==> src/rtl/gray_conv_arbiter_pkg.sv <==
// gray_conv_arbiter_pkg
//   Shared definitions for the gray_conv_arbiter block:
//   - state_t: sequencer states (IDLE -> CONV -> RESP)
//   - default N_REQ / WIDTH / CNT_W values used by the top module
package gray_conv_arbiter_pkg;

  typedef enum logic [1:0] {
    IDLE = 2'b00,
    CONV = 2'b01,
    RESP = 2'b10
  } state_t;

  localparam int DEFAULT_N_REQ = 4;
  localparam int DEFAULT_WIDTH = 4;
  localparam int DEFAULT_CNT_W = 16;

endpackage

==> src/rtl/gray_conv_arbiter_xlate.sv <==
// gray_xlate
//   Combinational binary<->Gray converter shared by all requesters.
//   Optional feature macro: GRAY_CONV_ARBITER_DECODE_EN
//     defined   : mode = 1 selects Gray-to-binary, mode = 0 binary-to-Gray
//     undefined : always binary-to-Gray, decode path not built, mode unused
// Ports:
//   data_in  [WIDTH-1:0] : word to convert
//   mode                 : 0 = encode, 1 = decode (macro builds only)
//   data_out [WIDTH-1:0] : converted word
module gray_xlate #(
  parameter int WIDTH = 4
) (
  input  logic [WIDTH-1:0] data_in,
  input  logic             mode,
  output logic [WIDTH-1:0] data_out
);

  logic [WIDTH-1:0] enc;

  assign enc = data_in ^ (data_in >> 1);

`ifdef GRAY_CONV_ARBITER_DECODE_EN
  logic [WIDTH-1:0] dec;

  // Each binary bit is the running XOR of all Gray bits from the MSB down.
  always_comb begin
    dec = '0;
    dec[WIDTH-1] = data_in[WIDTH-1];
    for (int i = WIDTH - 2; i >= 0; i--) begin
      dec[i] = dec[i+1] ^ data_in[i];
    end
  end

  assign data_out = mode ? dec : enc;
`else
  logic unused_mode;

  assign unused_mode = mode;
  assign data_out    = enc;
`endif

endmodule

==> src/rtl/gray_conv_arbiter.sv <==
// gray_conv_arbiter
//   Round-robin arbiter that shares one gray_xlate converter among N_REQ
//   requesters. A winner is accepted in IDLE, its word is converted in CONV,
//   and the registered result is held in RESP until the consumer accepts it.
//   Optional feature macro: GRAY_CONV_ARBITER_DECODE_EN (per-request decode
//   via req_mode; without it req_mode is ignored and every request encodes).
// Ports:
//   clk, rst_n                : clock, synchronous active-low reset
//   req_valid  [N_REQ-1:0]    : per-requester valid
//   req_ready  [N_REQ-1:0]    : per-requester accept, one-hot or zero
//   req_data   [N_REQ*WIDTH] : requester i at [i*WIDTH +: WIDTH]
//   req_mode   [N_REQ-1:0]    : 0 = encode, 1 = decode
//   resp_valid/resp_ready     : response handshake
//   resp_data  [WIDTH-1:0]    : converted word
//   resp_id    [ID_W-1:0]     : index of the requester served
//   conv_count [CNT_W-1:0]    : completed response handshakes (wrapping)
module gray_conv_arbiter
  import gray_conv_arbiter_pkg::*;
#(
  parameter  int N_REQ = DEFAULT_N_REQ,
  parameter  int WIDTH = DEFAULT_WIDTH,
  parameter  int CNT_W = DEFAULT_CNT_W,
  localparam int ID_W  = $clog2(N_REQ)
) (
  input  logic                   clk,
  input  logic                   rst_n,
  input  logic [N_REQ-1:0]       req_valid,
  output logic [N_REQ-1:0]       req_ready,
  input  logic [N_REQ*WIDTH-1:0] req_data,
  input  logic [N_REQ-1:0]       req_mode,
  output logic                   resp_valid,
  input  logic                   resp_ready,
  output logic [WIDTH-1:0]       resp_data,
  output logic [ID_W-1:0]        resp_id,
  output logic [CNT_W-1:0]       conv_count
);

  state_t state_reg, state_next;

  logic [ID_W-1:0]  ptr_reg;
  logic [ID_W-1:0]  ptr_next;
  logic [ID_W-1:0]  grant_idx;
  logic             grant_found;
  logic             accept;
  logic [ID_W-1:0]  id_reg;
  logic [WIDTH-1:0] data_reg;
  logic             xlate_mode;
  logic [WIDTH-1:0] xlate_out;
  logic             resp_valid_reg;
  logic [WIDTH-1:0] resp_data_reg;
  logic [ID_W-1:0]  resp_id_reg;
  logic [CNT_W-1:0] count_reg;
  logic [WIDTH-1:0] req_word [N_REQ];

  // Unpack the flat data bus and drive the one-hot accept per requester.
  generate
    for (genvar gi = 0; gi < N_REQ; gi++) begin : g_req
      assign req_word[gi]  = req_data[gi*WIDTH +: WIDTH];
      assign req_ready[gi] = accept && (grant_idx == ID_W'(gi));
    end
  endgenerate

  // Round-robin search: first valid index starting at ptr, wrapping.
  always_comb begin
    int               cand;
    logic [ID_W-1:0]  cand_idx;
    grant_found = 1'b0;
    grant_idx   = '0;
    cand        = 0;
    cand_idx    = '0;
    for (int k = 0; k < N_REQ; k++) begin
      cand     = (int'(ptr_reg) + k) % N_REQ;
      cand_idx = ID_W'(cand);
      if (!grant_found && req_valid[cand_idx]) begin
        grant_found = 1'b1;
        grant_idx   = cand_idx;
      end
    end
  end

  // Gating with rst_n keeps req_ready low during the reset cycle itself.
  assign accept   = rst_n && (state_reg == IDLE) && grant_found;
  assign ptr_next = (grant_idx == ID_W'(N_REQ - 1)) ? '0 : grant_idx + 1'b1;

  always_ff @(posedge clk) begin
    if (!rst_n) begin
      state_reg <= IDLE;
    end else begin
      state_reg <= state_next;
    end
  end

  always_comb begin
    state_next = state_reg;
    unique case (state_reg)
      IDLE:    if (grant_found) state_next = CONV;
      CONV:    state_next = RESP;
      RESP:    if (resp_ready) state_next = IDLE;
      default: state_next = IDLE;
    endcase
  end

`ifdef GRAY_CONV_ARBITER_DECODE_EN
  logic mode_reg;

  always_ff @(posedge clk) begin
    if (!rst_n) begin
      mode_reg <= 1'b0;
    end else if (accept) begin
      mode_reg <= req_mode[grant_idx];
    end
  end

  assign xlate_mode = mode_reg;
`else
  logic unused_req_mode;

  assign unused_req_mode = ^req_mode;
  assign xlate_mode      = 1'b0;
`endif

  gray_xlate #(
    .WIDTH (WIDTH)
  ) u_xlate (
    .data_in  (data_reg),
    .mode     (xlate_mode),
    .data_out (xlate_out)
  );

  always_ff @(posedge clk) begin
    if (!rst_n) begin
      ptr_reg        <= '0;
      id_reg         <= '0;
      data_reg       <= '0;
      resp_valid_reg <= 1'b0;
      resp_data_reg  <= '0;
      resp_id_reg    <= '0;
      count_reg      <= '0;
    end else begin
      if (accept) begin
        data_reg <= req_word[grant_idx];
        id_reg   <= grant_idx;
        ptr_reg  <= ptr_next;
      end
      if (state_reg == CONV) begin
        resp_data_reg  <= xlate_out;
        resp_id_reg    <= id_reg;
        resp_valid_reg <= 1'b1;
      end
      if ((state_reg == RESP) && resp_valid_reg && resp_ready) begin
        resp_valid_reg <= 1'b0;
        count_reg      <= count_reg + 1'b1;
      end
    end
  end

  assign resp_valid = resp_valid_reg;
  assign resp_data  = resp_data_reg;
  assign resp_id    = resp_id_reg;
  assign conv_count = count_reg;

endmodule

==> config.mk <==
export PLATFORM = sky130hd
export DESIGN_NAME = gray_conv_arbiter
export DESIGN_NICKNAME = d
export VERILOG_FILES = /design/src/rtl/gray_conv_arbiter_pkg.sv /design/src/rtl/gray_conv_arbiter_xlate.sv /design/src/rtl/gray_conv_arbiter.sv
export SDC_FILE = /design/constraint.sdc
export NUM_CORES = 1
export LEC_CHECK = 0
export CORE_ASPECT_RATIO = 2
export CORE_MARGIN = 2
export CORE_UTILIZATION = 49
export DETAILED_ROUTE_END_ITERATION = 8
export HOLD_SLACK_MARGIN = 0.1
export PLACE_DENSITY = 0.81
export SYNTH_ARGS = -nofsm -noshare
export SYNTH_HDL_FRONTEND = slang
export SYNTH_HIERARCHICAL = 1
export SYNTH_SLANG_ARGS = --single-unit
export TNS_END_PERCENT = 5
==> constraint.sdc <==
create_clock -name clk -period 2.9 [get_ports clk]
set_input_delay 0.29 -clock clk [delete_from_list [all_inputs] [get_ports clk]]
set_output_delay 0.29 -clock clk [all_outputs]
set_load 0.01 [all_outputs]
==> flow_summary.toml <==
[yosys]
yosysWarnings = 6
syn_area_per_cell_sq_um = 9.48
synth.net_count = 210
syn-cell-area_sq_um = 1690
netlist_instances = 178

[die]
die-area_sq_um = 3960
rows = 30
ioPinCount = 54
start_util = 0.505
coreArea_sq_um = 3340
dieWidth_microns = 45.5
die_h_microns = 87.0

[sta]
skew_ns = 0.00272
rsz0062_at_grt = "no"
hold_viol = 0
fin_crit_sh = 0.898
slew-limit-headroom = 0.714
setup_viol = 0
worst_pin_slew_ns = 0.430
setup-tns-final_ns = 0
min_period_ns = 2.60
maxSlewViolCount = 0
fmax_mhz = 384

[finish]
fin_nets = 262
drive_gt1_frac = 0.0866
final_common_cell = "clkdlybuf4s50_1"
area_growth_pct = 36.3
antenna_cells = 0
fillCellCount = 274
layout_common_cells = "clkdlybuf4s50_1 (49), dfxtp_1 (33), mux2i_1 (16), and2_1 (16), nand2_1 (12)"
largest_reg_flops = 16
final_area_sq_um = 2300

[cts]
cts-hold-fix-buffers = 0
root_buffer = "clkbuf_8"
numClockSinks = 33
insertion_delay_ns = 0.28
postCtsSetupRepairBufs = 0
clk_pin_slew_ns = 0.06
cts_resized = 0
cts_buffers = 5
cts.htree.levels = 2
cts_tree = "yes"
cts_buffer_depth = 2

[setup_path]
worstPathMaxFanout = 5
r2r_slack_ns = 1.14
crit_arrival_ns = 2.31
endpoint_kind = "output pin"
cp-start-kind = "input pin"
critPathKind = "input pin to output pin"
cp.required_ns = 2.61

[drt]
viasPerCell = 5.44
vias = 1430
wl_mm = 3.62
dr.pass1.iters = 4
avgRoutedWirePerCell_microns = 13.7
post-route-drc-count = 0
drt_iter0_drc = 17
antenna_left = 0

[power]
combPwrFrac = 0.200
irDropWorstVdd_mv = 0.473
power.internal_uw = 826
cellPowerDensity_nw_per_um2 = 487
power.share.clock = 0.336
p_leak_uw = 0.000984
p_sw_frac = 0.262
p_switching_uw = 294
pwr-share-seq = 0.464
total_power_uw = 1120

[global_route]
gr-usage-all-layers = 0.206
grt_remaining_overflow = 0
grt_max_degree = 33
grt_pass1_vias = 1437
grt_pass1_wl_mm = 6.10
antenna_found_initial = 0

[run_status]
outcome = "complete, no violations"

[placed_design]
dp_hpwl_mm = 2.78
port_buffers = 49
gp_congestion = 0.736
placed_area_sq_um = 2200

[hold_path]
worstHoldPathType = "register to register"

[flow_run]
drv_cap = 0
-- power by group through the flow --
stage          Clock, uW  Combinational (uW)  Sequential [uW]
6_report             376                 224              519
2_1_floorplan          0                 133              526
5_1_grt              406                 252              524
3_3_place_gp           0                 215              527
3_5_place_dp           0                 225              529
4_1_cts              385                 228              519
-- routing by layer --
layer  part of all wire  GRT usage  wire length [microns]
met1               0.35      0.198                   1250
met2               0.59      0.376                   2140
met3              0.033     0.0394                    118
met4              0.029      0.118                    104
met5                  0          0                      0
-- worst paths after layout --
path / start / cells after the start / endpoint
min: id_reg[0]$_SDFFE_PN0P_ / 2 / id_reg[0]$_SDFFE_PN0P_
max: req_valid[0] / 8 / req_ready[2]
min reg2reg: id_reg[0]$_SDFFE_PN0P_ / 2 / id_reg[0]$_SDFFE_PN0P_
max reg2reg: ptr_reg[1]$_SDFFE_PN0P_ / 6 / data_reg[2]$_SDFFE_PN0P_
-- critical path, cell delays in order --
cell	delay, ns
clkdlybuf4s50_1	0.55
a21oi_1	0.09
o21a_1	0.17
o22ai_1	0.31
inv_1	0.11
ha_1	0.19
and2_1	0.13
clkdlybuf4s50_1	0.47
-- final cells by class --
class	instances	area [sq um]	area share
sequential	33	661	0.287
tap	32	40.0	0.0174
clock inverter	1	5.00	0.00218
clock buffer	7	96.3	0.0419
timing repair buffer	52	513	0.223
multi-input combinational	128	946	0.412
inverter	10	37.5	0.0163
-- metrics by stage --
stage	std cells	util	hold WS (ns)	worst slack, ns
2_1_floorplan	178	-	0.433	1.12
3_3_place_gp	255	0.658	0.444	0.316
3_5_place_dp	255	0.658	0.448	0.251
4_1_cts	263	0.688	0.459	0.257
5_1_grt	263	0.688	0.502	0.121
6_report	263	0.688	0.456	0.295
Note: power is estimated with default switching activity, not from simulation.
